<file path="src/rtl/turn_sequencer.sv">
// rtl/turn_sequencer.sv - turn/advance sequencer for a multi-player card-flip board game
//
// Ports:
//   clk          single clock, all state changes on the rising edge
//   rst          synchronous active-high reset
//   start        level request to begin a game (accepted in IDLE or DONE)
//   num_players  player count minus one, sampled when start is accepted (0 -> 2 players)
//   flip         one-cycle pulse: current player turned over a card
//   match        qualifies flip: card matched the target tile
//   W            win flag from the position datapath, valid the cycle after B
//   T            index of the current player
//   B            one-cycle advance strobe for player T
//   streak       consecutive matches in the current turn, saturating at 31
//   game_over    high while the game is finished
//   winner       index of the winning player, valid while game_over=1
module turn_sequencer #(
  parameter int TIMEOUT = 1000
) (
  input  logic       clk,
  input  logic       rst,
  input  logic       start,
  input  logic [1:0] num_players,
  input  logic       flip,
  input  logic       match,
  input  logic       W,
  output logic [1:0] T,
  output logic       B,
  output logic [4:0] streak,
  output logic       game_over,
  output logic [1:0] winner
);

  typedef enum logic [2:0] {
    IDLE,
    WAIT,
    ADV,
    CHECK,
    PASS,
    DONE
  } state_t;

  // Timer value on which an idle player loses the turn.
  localparam logic [15:0] TIMER_LAST = 16'(TIMEOUT - 1);

  state_t      state_q, state_d;
  logic [1:0]  t_q, t_d;
  logic        b_q, b_d;
  logic [4:0]  streak_q, streak_d;
  logic        over_q, over_d;
  logic [1:0]  winner_q, winner_d;
  logic [15:0] timer_q, timer_d;
  // Index of the last active player; 0 on the port still means two players.
  logic [1:0]  last_q, last_d;

  always_ff @(posedge clk) begin
    if (rst) begin
      state_q  <= IDLE;
      t_q      <= 2'd0;
      b_q      <= 1'b0;
      streak_q <= 5'd0;
      over_q   <= 1'b0;
      winner_q <= 2'd0;
      timer_q  <= 16'd0;
      last_q   <= 2'd1;
    end else begin
      state_q  <= state_d;
      t_q      <= t_d;
      b_q      <= b_d;
      streak_q <= streak_d;
      over_q   <= over_d;
      winner_q <= winner_d;
      timer_q  <= timer_d;
      last_q   <= last_d;
    end
  end

  // Next-state and next-output logic. Every output is a register, so the
  // values computed here for the transition into a state are what that state
  // presents (e.g. B is high for exactly the ADV cycle).
  always_comb begin
    state_d  = state_q;
    t_d      = t_q;
    b_d      = 1'b0;
    streak_d = streak_q;
    over_d   = over_q;
    winner_d = winner_q;
    timer_d  = timer_q;
    last_d   = last_q;

    case (state_q)
      IDLE, DONE: begin
        if (start) begin
          state_d  = WAIT;
          last_d   = (num_players == 2'd0) ? 2'd1 : num_players;
          t_d      = 2'd0;
          streak_d = 5'd0;
          timer_d  = 16'd0;
          over_d   = 1'b0;
          winner_d = 2'd0;
        end
      end

      WAIT: begin
        // A flip on the timeout cycle is checked first so it wins.
        if (flip) begin
          timer_d = 16'd0;
          if (match) begin
            state_d  = ADV;
            b_d      = 1'b1;
            streak_d = (streak_q == 5'd31) ? streak_q : streak_q + 5'd1;
          end else begin
            state_d = PASS;
          end
        end else if (timer_q == TIMER_LAST) begin
          state_d = PASS;
          timer_d = 16'd0;
        end else begin
          timer_d = timer_q + 16'd1;
        end
      end

      ADV: begin
        state_d = CHECK;
      end

      CHECK: begin
        if (W) begin
          state_d  = DONE;
          over_d   = 1'b1;
          winner_d = t_q;
        end else begin
          state_d = WAIT;
          timer_d = 16'd0;
        end
      end

      PASS: begin
        state_d  = WAIT;
        t_d      = (t_q == last_q) ? 2'd0 : t_q + 2'd1;
        streak_d = 5'd0;
        timer_d  = 16'd0;
      end

      default: begin
        state_d = IDLE;
      end
    endcase
  end

  assign T         = t_q;
  assign B         = b_q;
  assign streak    = streak_q;
  assign game_over = over_q;
  assign winner    = winner_q;

endmodule

</file>
<file path="config.mk">
export PLATFORM = sky130hd
export DESIGN_NAME = turn_sequencer
export DESIGN_NICKNAME = d
export VERILOG_FILES = /design/src/rtl/turn_sequencer.sv
export SDC_FILE = /design/constraint.sdc
export NUM_CORES = 1
export LEC_CHECK = 0
export BUFFER_PORTS_ARGS = -buffer_cell sky130_fd_sc_hd__buf_2
export CELL_PAD_IN_SITES_DETAIL_PLACEMENT = 0
export CELL_PAD_IN_SITES_GLOBAL_PLACEMENT = 1
export CORE_ASPECT_RATIO = 0.8
export CORE_MARGIN = 2
export CORE_UTILIZATION = 46
export DETAILED_ROUTE_END_ITERATION = 6
export PLACE_DENSITY = 0.85
export SKIP_LAST_GASP = 1
export SLEW_MARGIN = 15
export SYNTH_ARGS = -nofsm -noshare
export SYNTH_HDL_FRONTEND = slang
export SYNTH_SLANG_ARGS = --single-unit
export TNS_END_PERCENT = 100
</file>
<file path="constraint.sdc">
create_clock -name clk -period 5.1 [get_ports clk]
set_clock_uncertainty 0.1 [all_clocks]
set_input_delay 1.02 -clock clk [delete_from_list [all_inputs] [get_ports clk]]
set_output_delay 1.02 -clock clk [all_outputs]
set_load 0.02 [all_outputs]
</file>
Word-level counts from Yosys, hierarchy flattened --
Index checks and enable logic that the tools add are counted.
Storage, ports and cells: register bits 32, latch bits 0, RAM bits 0, ROM bits 0, input port bits 8, output and inout bits 11, word-level logic and storage cells 68, memories 0
Operators by class: $add $sub $neg 3, multipliers 0, divide/modulo/power cells 0, $lt $le $gt $ge 0, equal/unequal tests 15, shift-type cells 0, multiplexer cells 26, bitwise logic cells 2, reductions and logical operators 14
Operators with widths (number):
- $mux 16 | 4
- $pmux 16 s4 | 1
- $mux 5 | 4
- $add 16x1->16 const B | 1
- $eq 16x10->1 const B | 1
- $mux 3 | 5
- $pmux 3 s5 | 1
- $pmux 5 s3 | 1
- $ne 2x2->1 const B | 6
- $mux 2 | 4
- $pmux 2 s2 | 2
- $eq 3x2->1 const B | 2
- $eq 3x3->1 const B | 2
- $reduce_and 2->1 | 3
- $reduce_and 3->1 | 2
- $add 5x1->5 const B | 1
- $eq 5x5->1 const B | 1
- $reduce_and 5->1 | 1
- $reduce_bool 2->1 | 2
- $reduce_bool 4->1 | 1
- $eq 3x1->1 const B | 1
- $logic_not 3->1 | 1
- $mux 1 | 3
- $ne 3x3->1 const B | 1
- 8 further kinds | 9

Longest topological paths before layout --
Gate-level depths: netlist (run 1).
depth in word-level cells 5, gate-level depth with buffers 8, gate-level depth less buffers 8

Worst setup path after synthesis (run 1) --
Ideal clock, no wire load.
path type in2reg, from in start, to reg streak_q[3], in the netlist streak[3], setup time 0.078 ns, data arrival time 2.351 ns, data required time 4.922 ns, path slack 2.571 ns, cell stages on the path 6, path buffers 1, cell sequence clkbuf_1 nand2_1 a311oi_1 nand4_1 xor2_1 nor3_1
On the way: word-level cells in the longest chain between the ends 2
RTL lines:
- from (decl) | line 21 | input logic start,
- $ne 2x2->1 (no source line)
- $reduce_and 5->1 (no source line)
- to (signal assigned) | line 69 | streak_q <= streak_d;
- to (decl) | line 48 | logic [4:0] streak_q, streak_d;
No other way between the ends. A chain may end at the register's enable or synchronous reset.

Worst setup path in the final report (run 1) --
from reg streak_q[0], in the netlist streak[0], to reg streak_q[3], in the netlist streak[3]
On the way: word-level cells in the longest chain between the ends 5, elaborated cells on any way between the ends 8, classes of those cells add/sub (1); eq/ne (2); mux (4); reduce/logical (1)
RTL lines:
- $add 5x1->5 | line 110 | streak_d = (streak_q == 5'd31) ? streak_q : streak_q + 5'd1;
- $mux 5 | line 110
- $mux 5 | line 107 | if (match) begin
- $mux 5 | line 105 | if (flip) begin
- $pmux 5 s3 | line 90 | case (state_q)
Several ways; a longest one is shown, not always the timed one. The select of a mux whose other input is x is not followed.

==> flow_metrics.env, run 1 <==
export IMPL_synth_cell_types=45
export IMPL_fp_dieW_um=71.3
export IMPL_crit_path_frequent_cell="ha_1"
export IMPL_area_growth_pct=11.7
export IMPL_synth_area_um2=1670
export IMPL_max_freq_ghz=0.398
export IMPL_multiInputGateArea_um2=980
export IMPL_grtUsageMet1_pct=26.9
export IMPL_clock_sinks=32
export IMPL_worst_skew_pair_late_latency_ns=0.27
export IMPL_worstMarginPinSlew_ns=0.850
export IMPL_finalSetupViolations=0
export IMPL_min_period_ns=2.51
export IMPL_cts_root_buf="clkbuf_8"
export IMPL_cp_slowest_stage_delay_ns=0.74
export IMPL_drc=0
export IMPL_yosysSeqAreaShare_pct=38.4
export IMPL_grt_usage_pct=18.4
export IMPL_rows=19
export IMPL_cts_buffers=5
export IMPL_viasPerCell=5.95
export IMPL_slowest_stage="a311oi_1"
export IMPL_dieArea_um2=4130
export IMPL_hold_viol=0
export IMPL_synthesis_nets=207
export IMPL_r2r_cells=8
export IMPL_met2_usage_pct=26.2
export IMPL_crit_type="reg2reg"
export IMPL_cp_num_buf_inv=0
export IMPL_synthFlopType="dfxtp_1"
export IMPL_synthArstFlopShare_pct=0
export IMPL_drt_antenna_violating_nets=0
export IMPL_n_antenna_cell=0
export IMPL_path_delay_family="compound AO/OA/AOI/OAI gates"
export IMPL_synth_edf_count=0
export IMPL_htreeDepth=2
export IMPL_cts_tree="yes"
export IMPL_grt_pass1_wl_um=6000
export IMPL_yosys_warnings=0
export IMPL_nFillCells=324
export IMPL_coreArea_um2=3450
export IMPL_worst_path_stages=8
export IMPL_die_h_um=57.9
export IMPL_port_buffers=18
export IMPL_relSlewSlack_pct=43.0
export IMPL_grt_busiest_layer="met1"
export IMPL_seq_area_um2=641
export IMPL_cts_resized=0
export IMPL_num_vias=1516
export IMPL_cp_start_kind="flop"
export IMPL_end_kind="flop"
export IMPL_ir_drop_uv=221
export IMPL_slew_violations=0
export IMPL_crit_required_ns=5.20
export IMPL_drive_gt1_share_pct=14.1
export IMPL_cp_data_arrival_time_ns=2.61
export IMPL_maxCapViolations=0
export IMPL_power_density_nw_per_um2=296
export IMPL_hp_class="reg2reg"
export IMPL_fin_cells=255
export IMPL_fin_tns_setup_ns=0
export IMPL_rsz0062_at_grt="no"
export IMPL_final_nets=223
export IMPL_initial_core_util_pct=48.4
export IMPL_ys_ff_latch=32
export IMPL_grt_use_met3_pct=4.70
export IMPL_pin_count=19
export IMPL_first_pass_iters=4
export IMPL_placedCellCount=247
export IMPL_gr_total_overflow=0
export IMPL_p_leak_nw=0.710
export IMPL_avgRoutedWirePerCell_um=14.1
export IMPL_status="finished clean"
export IMPL_first_iter_violations=125
export IMPL_crit_chain="ha_1, and3_1, ha_1, nand4bb_1, a311oi_1, nand4_1, xor2_1, nor3_1"
export IMPL_clk_transition_reported_paths_ns=0.06
export IMPL_hpwl_um=2580
export IMPL_cts_buffer_depth=2
export IMPL_cp_max_fo=7
export IMPL_syn_inst=196
export IMPL_cts_setup_buffers=0
export IMPL_grt_max_degree=31
export IMPL_grt_pass1_vias=1324
export IMPL_antenna_found_initial=0
export IMPL_hold_path_depth=2
export IMPL_holdBufCountCts=0
export IMPL_fin_crit_sh_pct=49.3
export IMPL_routabilityCongestion=0.758
export IMPL_routed_wl_um=3590
export IMPL_synth_avg_cell_area_um2=8.51
[sequential cells by signal, indices dropped and copies added (netlist names)]
signal,count
state_q,3
winner,2
B,1
game_over,1
timer_q,16
last_q,2
T,2
streak,5
[final cells by class]
| cell class | instances | share of cell area, % |
|---|---|---|
| clock inverter | 2 | 0.537 |
| sequential | 32 | 34.4 |
| clock buffer | 6 | 4.43 |
| tap | 42 | 2.82 |
| timing repair buffer | 18 | 4.84 |
| multi-input combinational | 153 | 52.6 |
| inverter | 2 | 0.403 |
[worst reg2reg max path, delay by kind of cell (launching register included)]
family / cells / cell delay, ns
AO/OA/AOI/OAI: 1 / 0.74
AND/OR/NAND/NOR: 4 / 0.68
adder cells (fa/ha/maj): 2 / 0.39
flip-flops: 1 / 0.35
XOR/XNOR: 1 / 0.18
[report_power, final]
part,leakage [nW],total [mW],switching [mW],internal [mW]
logic,0.400,0.0854,0.0538,0.0316
clock network,0.0510,0.197,0.0895,0.108
registers,0.259,0.269,0.0114,0.257
total,0.710,0.551,0.155,0.396
[cell usage after synthesis, types with 3 or more instances]
master     n  share of area [%]
a211oi_1   3                1.4
nand2_1   17                3.8
dfxtp_1   32                 38
o22ai_1    3                1.1
a21oi_1   15                4.5
a21o_1     5                2.3
mux2i_1    4                2.4
nand3_1   12                3.6
nand2b_1   7                2.6
or4_1      3                1.4
nor2_1    11                2.5
xnor2_1    4                2.1
nor3_1    10                3.0
ha_1       3                2.3
nand4_1    4                1.5
and4_1     4                2.1
clkbuf_1   5                1.1
and3_1     5                1.9
nor4_1     3                1.1
nor3b_1    4                1.8
a31oi_1    4                1.5
or3_1      4                1.5
o21ai_0    4                1.2
xor2_1     4                2.1
[layout by cell type (no fill, tap or decap), types with 5 or more instances in the layout]
cell type / n
clkbuf_8: 6
and3_1: 5
nand3_1: 12
nand2_1: 17
nor2_1: 11
a21o_1: 5
nor3_1: 10
a21oi_1: 15
buf_2: 18
nand2b_1: 7
dfxtp_1: 32
[worst paths after layout]
kind | startpoint | end | slack (ns)
min | winner[1] | winner[1] | 0.36
min reg2reg | winner[1] | winner[1] | 0.36
max reg2reg | streak[0] | streak[3] | 2.59
max | streak[0] | streak[3] | 2.59
[per-layer routing]
metal  share of wire [%]  vias up
li1                    -      767
met1                  50      699
met2                  43       48
met4                0.47        0
met3                 7.0        2
met5                   0        -
[cell families (layout without fill, tap and decap cells)]
logic type / after synthesis / in the layout / share of synthesized area [%]
xor+xnor: 8 / 8 / 4.20
simple gates: 94 / 94 / 33.0
buf+inv: 11 / 28 / 2.85
compound gates: 44 / 44 / 16.9
mux: 4 / 4 / 2.40
fa+ha+maj: 3 / 3 / 2.25
flops: 32 / 32 / 38.4
[through the flow]
step / utilization [%] / power [mW] / instance area [µm²] / setup slack, ns / hold slack [ns]
global placement: 51.4 / 0.357 / 1770 / 2.47 / 0.355
global route: 54.0 / 0.581 / 1860 / 2.38 / 0.394
finish: 54.0 / 0.551 / 1860 / 2.59 / 0.361
detailed placement: 51.4 / 0.358 / 1770 / 2.39 / 0.359
CTS: 54.0 / 0.555 / 1860 / 2.59 / 0.367
floorplan: - / 0.338 / 1670 / 2.57 / 0.348
Power figures use the tool's default switching activity.
==> run 2, diff against run 1 <==
--- a/config.mk
+++ b/config.mk
@@ -10,9 +10,9 @@
 export CELL_PAD_IN_SITES_GLOBAL_PLACEMENT = 1
 export CORE_ASPECT_RATIO = 0.8
 export CORE_MARGIN = 2
-export CORE_UTILIZATION = 46
+export CORE_UTILIZATION = 39
 export DETAILED_ROUTE_END_ITERATION = 6
-export PLACE_DENSITY = 0.85
+export PLACE_DENSITY = 0.77
 export SKIP_LAST_GASP = 1
 export SLEW_MARGIN = 15
 export SYNTH_ARGS = -nofsm -noshare
==> constraint.sdc (replaced) <==
create_clock -name clk -period 2.2 [get_ports clk]
set_clock_uncertainty 0.1 [all_clocks]
set_input_delay 0.44 -clock clk [delete_from_list [all_inputs] [get_ports clk]]
set_output_delay 0.44 -clock clk [all_outputs]
set_load 0.02 [all_outputs]
==> run 2 against run 1 <==
Clock-buffer cell count grew 1. Register-to-register slack lost 2.5 ns. Hold slack lost 0.035 ns. Maximum frequency grew 21%. Via count shrank 1.6%. Combinational power grew to 2.8 times the previous value. Final cell count grew 11%. Critical path type unchanged. Highest routed layer unchanged.
==> flow_metrics.env, run 2 (synthesis gave the netlist of run 1 again) <==
export IMPL_final_nets=235
export IMPL_rsz0062_at_grt="no"
export IMPL_die_h_um=62.5
export IMPL_routed_wl_um=3710
export IMPL_pin_count=19
export IMPL_fin_tns_setup_ns=0
export IMPL_worstMarginPinSlew_ns=0.685
export IMPL_finalSetupViolations=0
export IMPL_cts_setup_buffers=0
export IMPL_dieArea_um2=4820
export IMPL_antenna_found_initial=0
export IMPL_port_buffers=18
export IMPL_relSlewSlack_pct=54.0
export IMPL_drc=0
export IMPL_cts_buffers=5
export IMPL_ir_drop_uv=256
export IMPL_clock_sinks=32
export IMPL_holdBufCountCts=0
export IMPL_power_density_nw_per_um2=668
export IMPL_worst_skew_pair_late_latency_ns=0.29
export IMPL_top_register="timer_q"
export IMPL_hp_class="in2reg"
export IMPL_hpwl_um=2700
export IMPL_nFillCells=437
export IMPL_cts_tree="yes"
export IMPL_path_delay_family="simple AND/OR/NAND/NOR gates"
export IMPL_clk_transition_reported_paths_ns=0.07
export IMPL_gr_total_overflow=0
export IMPL_htreeDepth=2
export IMPL_grt_usage_pct=16.2
export IMPL_viasPerCell=5.29
export IMPL_cts_root_buf="clkbuf_8"
export IMPL_maxCapViolations=0
export IMPL_rows=21
export IMPL_drive_gt1_share_pct=19.6
export IMPL_grt_max_degree=30
export IMPL_coreArea_um2=4150
export IMPL_initial_core_util_pct=40.2
export IMPL_status="finished clean"
export IMPL_max_freq_ghz=0.481
export IMPL_cp_max_fo=10
export IMPL_cp_data_arrival_time_ns=2.17
export IMPL_num_vias=1492
export IMPL_cp_num_buf_inv=0
export IMPL_avgRoutedWirePerCell_um=13.2
export IMPL_crit_type="reg2reg"
export IMPL_grt_pass1_wl_um=6180
export IMPL_end_kind="flop"
export IMPL_n_antenna_cell=0
export IMPL_fin_crit_sh_pct=94.5
export IMPL_slowest_stage="or4b_4"
export IMPL_mostFrequentLayoutCell="dfxtp_1"
export IMPL_first_pass_iters=4
export IMPL_min_period_ns=2.08
export IMPL_r2r_cells=6
export IMPL_cp_slowest_stage_delay_ns=0.47
export IMPL_first_iter_violations=108
export IMPL_cp_start_kind="flop"
export IMPL_drt_antenna_violating_nets=0
export IMPL_layout_common_cells="32 x dfxtp_1, 18 x buf_2, 17 x nand2_1"
export IMPL_crit_required_ns=2.29
export IMPL_p_total_mw=1.33
export IMPL_largest_reg_flops=16
export IMPL_crit_chain="ha_1, or4b_4, nor4_4, or4_4, o22ai_1, a21o_1"
export IMPL_cts_buffer_depth=2
export IMPL_slew_violations=0
export IMPL_hold_path_depth=3
export IMPL_area_growth_pct=19.2
export IMPL_p_leak_nw=0.770
export IMPL_grt_pass1_vias=1245
export IMPL_worst_path_stages=6
export IMPL_routabilityCongestion=0.853
export IMPL_hold_viol=0
export IMPL_r2r_slack_ns=0.12
export IMPL_fp_dieW_um=77.1
==> run 2: what timing repair did <==
action | CTS | global route
gates resized for setup | 1 | 1
endpoints found under the setup margin | 1 | 9
pin swaps | 0 | 1
==> run 2: worst paths after layout <==
kind                       start         end
setup / recovery      timer_q[0]  timer_q[4]
hold reg to reg        winner[0]   winner[0]
hold / removal    num_players[1]   last_q[1]
setup reg to reg      timer_q[0]  timer_q[4]
==> run 2: worst reg2reg max path: stages (launching register included) <==
cell and delay [ns]:
dfxtp_1 0.33, ha_1 0.16, or4b_4 0.47, nor4_4 0.37, or4_4 0.25, o22ai_1 0.10
a21o_1 0.18
==> run 2: stage by stage <==
stage	cell area, µm²	setup slack [ns]	std cells	utilization [%]	hold WS (ns)
final	1990	0.120	282	47.9	0.326
after global routing	1990	0.00672	282	47.9	0.358
after CTS	1980	0.0188	282	47.8	0.325
after detailed placement	1890	0.00203	274	45.4	0.364
after global placement	1890	0.0652	274	45.4	0.359
after floorplan	1670	0.0236	196	-	0.348
==> run 2: metal layers <==
| metal | vias to the layer above | track usage, % | wire length, µm |
|---|---|---|---|
| li1 | 790 | - | - |
| met1 | 665 | 25.0 | 2050 |
| met2 | 30 | 21.3 | 1410 |
| met3 | 7 | 4.34 | 189 |
| met4 | 0 | 6.03 | 59 |
| met5 | - | 0 | 0 |
==> run 2: area by class of cell <==
| cell class | instances | area [µm²] | share of cell area (%) |
|---|---|---|---|
| Clock buffer | 7 | 86.3 | 4.34 |
| Clock inverter | 1 | 7.51 | 0.378 |
| Inverter | 2 | 7.51 | 0.378 |
| Multi-Input combinational cell | 153 | 995 | 50.0 |
| Sequential cell | 32 | 641 | 32.2 |
| Tap cell | 57 | 71.3 | 3.59 |
| Timing Repair Buffer | 30 | 180 | 9.06 |
==> run 2: power by group <==
| group | switching [mW] | internal [mW] |
|---|---|---|
| combinational | 0.141 | 0.0954 |
| sequential | 0.0132 | 0.596 |
| clock | 0.228 | 0.254 |
| total | 0.383 | 0.946 |
==> run 3, diff against run 2 <==
--- a/config.mk
+++ b/config.mk
@@ -5,12 +5,13 @@
 export SDC_FILE = /design/constraint.sdc
 export NUM_CORES = 1
 export LEC_CHECK = 0
+export ABC_AREA = 1
 export BUFFER_PORTS_ARGS = -buffer_cell sky130_fd_sc_hd__buf_2
 export CELL_PAD_IN_SITES_DETAIL_PLACEMENT = 0
 export CELL_PAD_IN_SITES_GLOBAL_PLACEMENT = 1
 export CORE_ASPECT_RATIO = 0.8
 export CORE_MARGIN = 2
-export CORE_UTILIZATION = 39
+export CORE_UTILIZATION = 37
 export DETAILED_ROUTE_END_ITERATION = 6
 export PLACE_DENSITY = 0.77
 export SKIP_LAST_GASP = 1
==> run 3 against run 2 <==
Clock power decreased by 11%. Maximum frequency rose by 18%. Final cell count grew 26%. Sequential share of layout area decreased by 0.32 points. Routed wire length increased by 11%. First-iteration DRC count down 20%. Total power decreased by 4.1%. Critical path type unchanged. Largest cell class unchanged. Largest power group unchanged. Highest routed layer unchanged.
==> flow_metrics.env, run 3 <==
export IMPL_status="finished clean"
export IMPL_cp_data_arrival_time_ns=1.87
export IMPL_synth_cell_types=29
export IMPL_holdBufCountCts=0
export IMPL_first_pass_iters=4
export IMPL_crit_type="reg2reg"
export IMPL_relSlewSlack_pct=68.9
export IMPL_fin_cells=356
export IMPL_avgRoutedWirePerCell_um=11.6
export IMPL_synth_area_um2=1780
export IMPL_cts_buffer_depth=2
export IMPL_hpwl_um=3040
export IMPL_routed_wl_um=4120
export IMPL_cp_start_kind="flop"
export IMPL_ir_drop_uv=325
export IMPL_coreArea_um2=4620
export IMPL_grt_max_degree=16
export IMPL_crit_chain="ha_1, nand2_1, nor2_1, ha_1, nor2_1, nor2_1, nand3b_1, inv_2, nand2_1, a21oi_1"
export IMPL_synth_most_common_cell="nand2_1"
export IMPL_crit_path_frequent_cell="nor2_1"
export IMPL_min_period_ns=1.76
export IMPL_cp_slowest_stage_delay_ns=0.36
export IMPL_cts_setup_buffers=0
export IMPL_cts_tree="yes"
export IMPL_worst_skew_pair_late_latency_ns=0.28
export IMPL_seq_area_um2=641
export IMPL_synth_common_cells="62 x nand2_1, 55 x nor2_1, 32 x dfxtp_1"
export IMPL_hold_slack_ns=0.310
export IMPL_critPathLaunch="streak[0]"
export IMPL_clk_transition_reported_paths_ns=0.07
export IMPL_multiInputGateArea_um2=997
export IMPL_nFillCells=495
export IMPL_final_nets=307
export IMPL_p_total_mw=1.27
export IMPL_viasPerCell=4.71
export IMPL_synth_avg_cell_area_um2=6.51
export IMPL_finalSetupViolations=0
export IMPL_grt_pass1_vias=1545
export IMPL_initial_core_util_pct=38.6
export IMPL_r2r_start="streak[0]"
export IMPL_crit_required_ns=2.31
export IMPL_routabilityCongestion=0.871
export IMPL_setup_slack_ns=0.442
export IMPL_cts_buffers=5
export IMPL_synth_top_area_share_pct=35.9
export IMPL_gr_total_overflow=0
export IMPL_mostFrequentLayoutCell="nand2_1"
export IMPL_fin_crit_sh_pct=79.9
export IMPL_slowest_stage="dfxtp_1"
export IMPL_rows=22
export IMPL_port_buffers=18
export IMPL_area_growth_pct=12.6
export IMPL_drive_gt1_share_pct=14.5
export IMPL_synth_top_cells_by_area="dfxtp_1 36%, nand2_1 13%, nor2_1 12%"
export IMPL_hold_path_depth=3
export IMPL_num_vias=1677
export IMPL_fp_dieW_um=81.6
export IMPL_htreeDepth=2
export IMPL_die_h_um=66.1
export IMPL_power_density_nw_per_um2=635
export IMPL_fin_util_pct=43.4
export IMPL_drt_antenna_violating_nets=0
export IMPL_layout_common_cells="62 x nand2_1, 55 x nor2_1, 32 x dfxtp_1"
export IMPL_dieArea_um2=5400
export IMPL_rsz0062_at_grt="no"
export IMPL_largest_reg_flops=16
export IMPL_placedCellCount=349
export IMPL_clock_sinks=32
export IMPL_hp_class="in2reg"
export IMPL_synth_area_leader_cell="dfxtp_1"
export IMPL_fin_tns_setup_ns=0
export IMPL_place_area_um2=1930
export IMPL_first_iter_violations=86
export IMPL_worstMarginPinSlew_ns=0.465
export IMPL_top_register="timer_q"
export IMPL_min_from="num_players[0]"
export IMPL_syn_inst=274
export IMPL_dp_slack_ns=0.456
export IMPL_maxCapViolations=0
export IMPL_antenna_found_initial=0
export IMPL_hold_viol=0
export IMPL_p_leak_nw=0.857
export IMPL_drc=0
export IMPL_ys_ff_latch=32
export IMPL_synthesis_nets=285
export IMPL_n_antenna_cell=0
export IMPL_pin_count=19
export IMPL_grt_pass1_wl_um=7160
export IMPL_r2r_cells=10
export IMPL_synth_edf_count=0
export IMPL_cts_resized=0
export IMPL_cp_max_fo=7
export IMPL_synthArstFlopShare_pct=0
export IMPL_cts_root_buf="clkbuf_8"
export IMPL_yosysSeqAreaShare_pct=35.9
export IMPL_grt_usage_pct=17.1
export IMPL_stdcell_area_um2=2010
export IMPL_end_kind="flop"
export IMPL_max_freq_ghz=0.569
export IMPL_slew_violations=0
export IMPL_yosys_warnings=0
export IMPL_synthFlopType="dfxtp_1"
[run 3: changes by cell type in the layout (fill, tap and decap cells not counted), sizes merged, moves of 5 or more]
cell    before  now
nand2       17   69
nor2        11   59
inv          2   34
nand3       12   26
buf         30   18
nand2b       8    0
nor3        10    2
nand4        4   10
a21o         5    0
and3         5    0
o21ai        4    9
[run 3: cell families after synthesis]
group	Yosys count	synth area share, %
and+or+nand+nor	171	43.8
buffers and inverters	37	8.20
DFF	32	35.9
AOI/OAI and AO/OA	28	8.56
xor gates and xnor gates	3	1.47
adders and majority gates	3	2.10
[run 3: cell type report]
type	instances	share of cell area, %
Clock inverter	1	0.249
Inverter	34	6.36
Tap cell	60	3.74
Sequential cell	32	31.9
Multi-Input combinational cell	205	49.7
Timing Repair Buffer	18	4.49
Clock buffer	6	3.61
[run 3: worst max-delay path, delay by kind of cell, from the launching register on]
family | cells | cell delay, ns
compound gates | 1 | 0.13
fa+ha+maj | 2 | 0.40
buf+inv | 1 | 0.15
flops | 1 | 0.36
simple gates | 6 | 0.57
[run 3: final timing paths]
path	slack [ns]	to
worst max-delay path	0.44	streak[2]
worst min-delay path	0.31	last_q[0]
worst max register to register	0.44	streak[2]
worst min register to register	0.36	winner[0]
[run 3: power breakdown]
part           internal, mW  switching (mW)
Combinational        0.0678           0.157
Sequential            0.599          0.0224
Clock                 0.215           0.212
Total                 0.882           0.392
[run 3: layer usage]
layer | GRT usage [%] | wire (µm) | share of wire (%) | vias to the layer above
li1 | - | - | - | 921
met1 | 25.7 | 2370 | 58 | 730
met4 | 5.00 | 36 | 0.87 | 0
met3 | 3.83 | 168 | 4.1 | 4
met2 | 24.1 | 1540 | 37 | 22
met5 | 0 | 0 | 0 | -
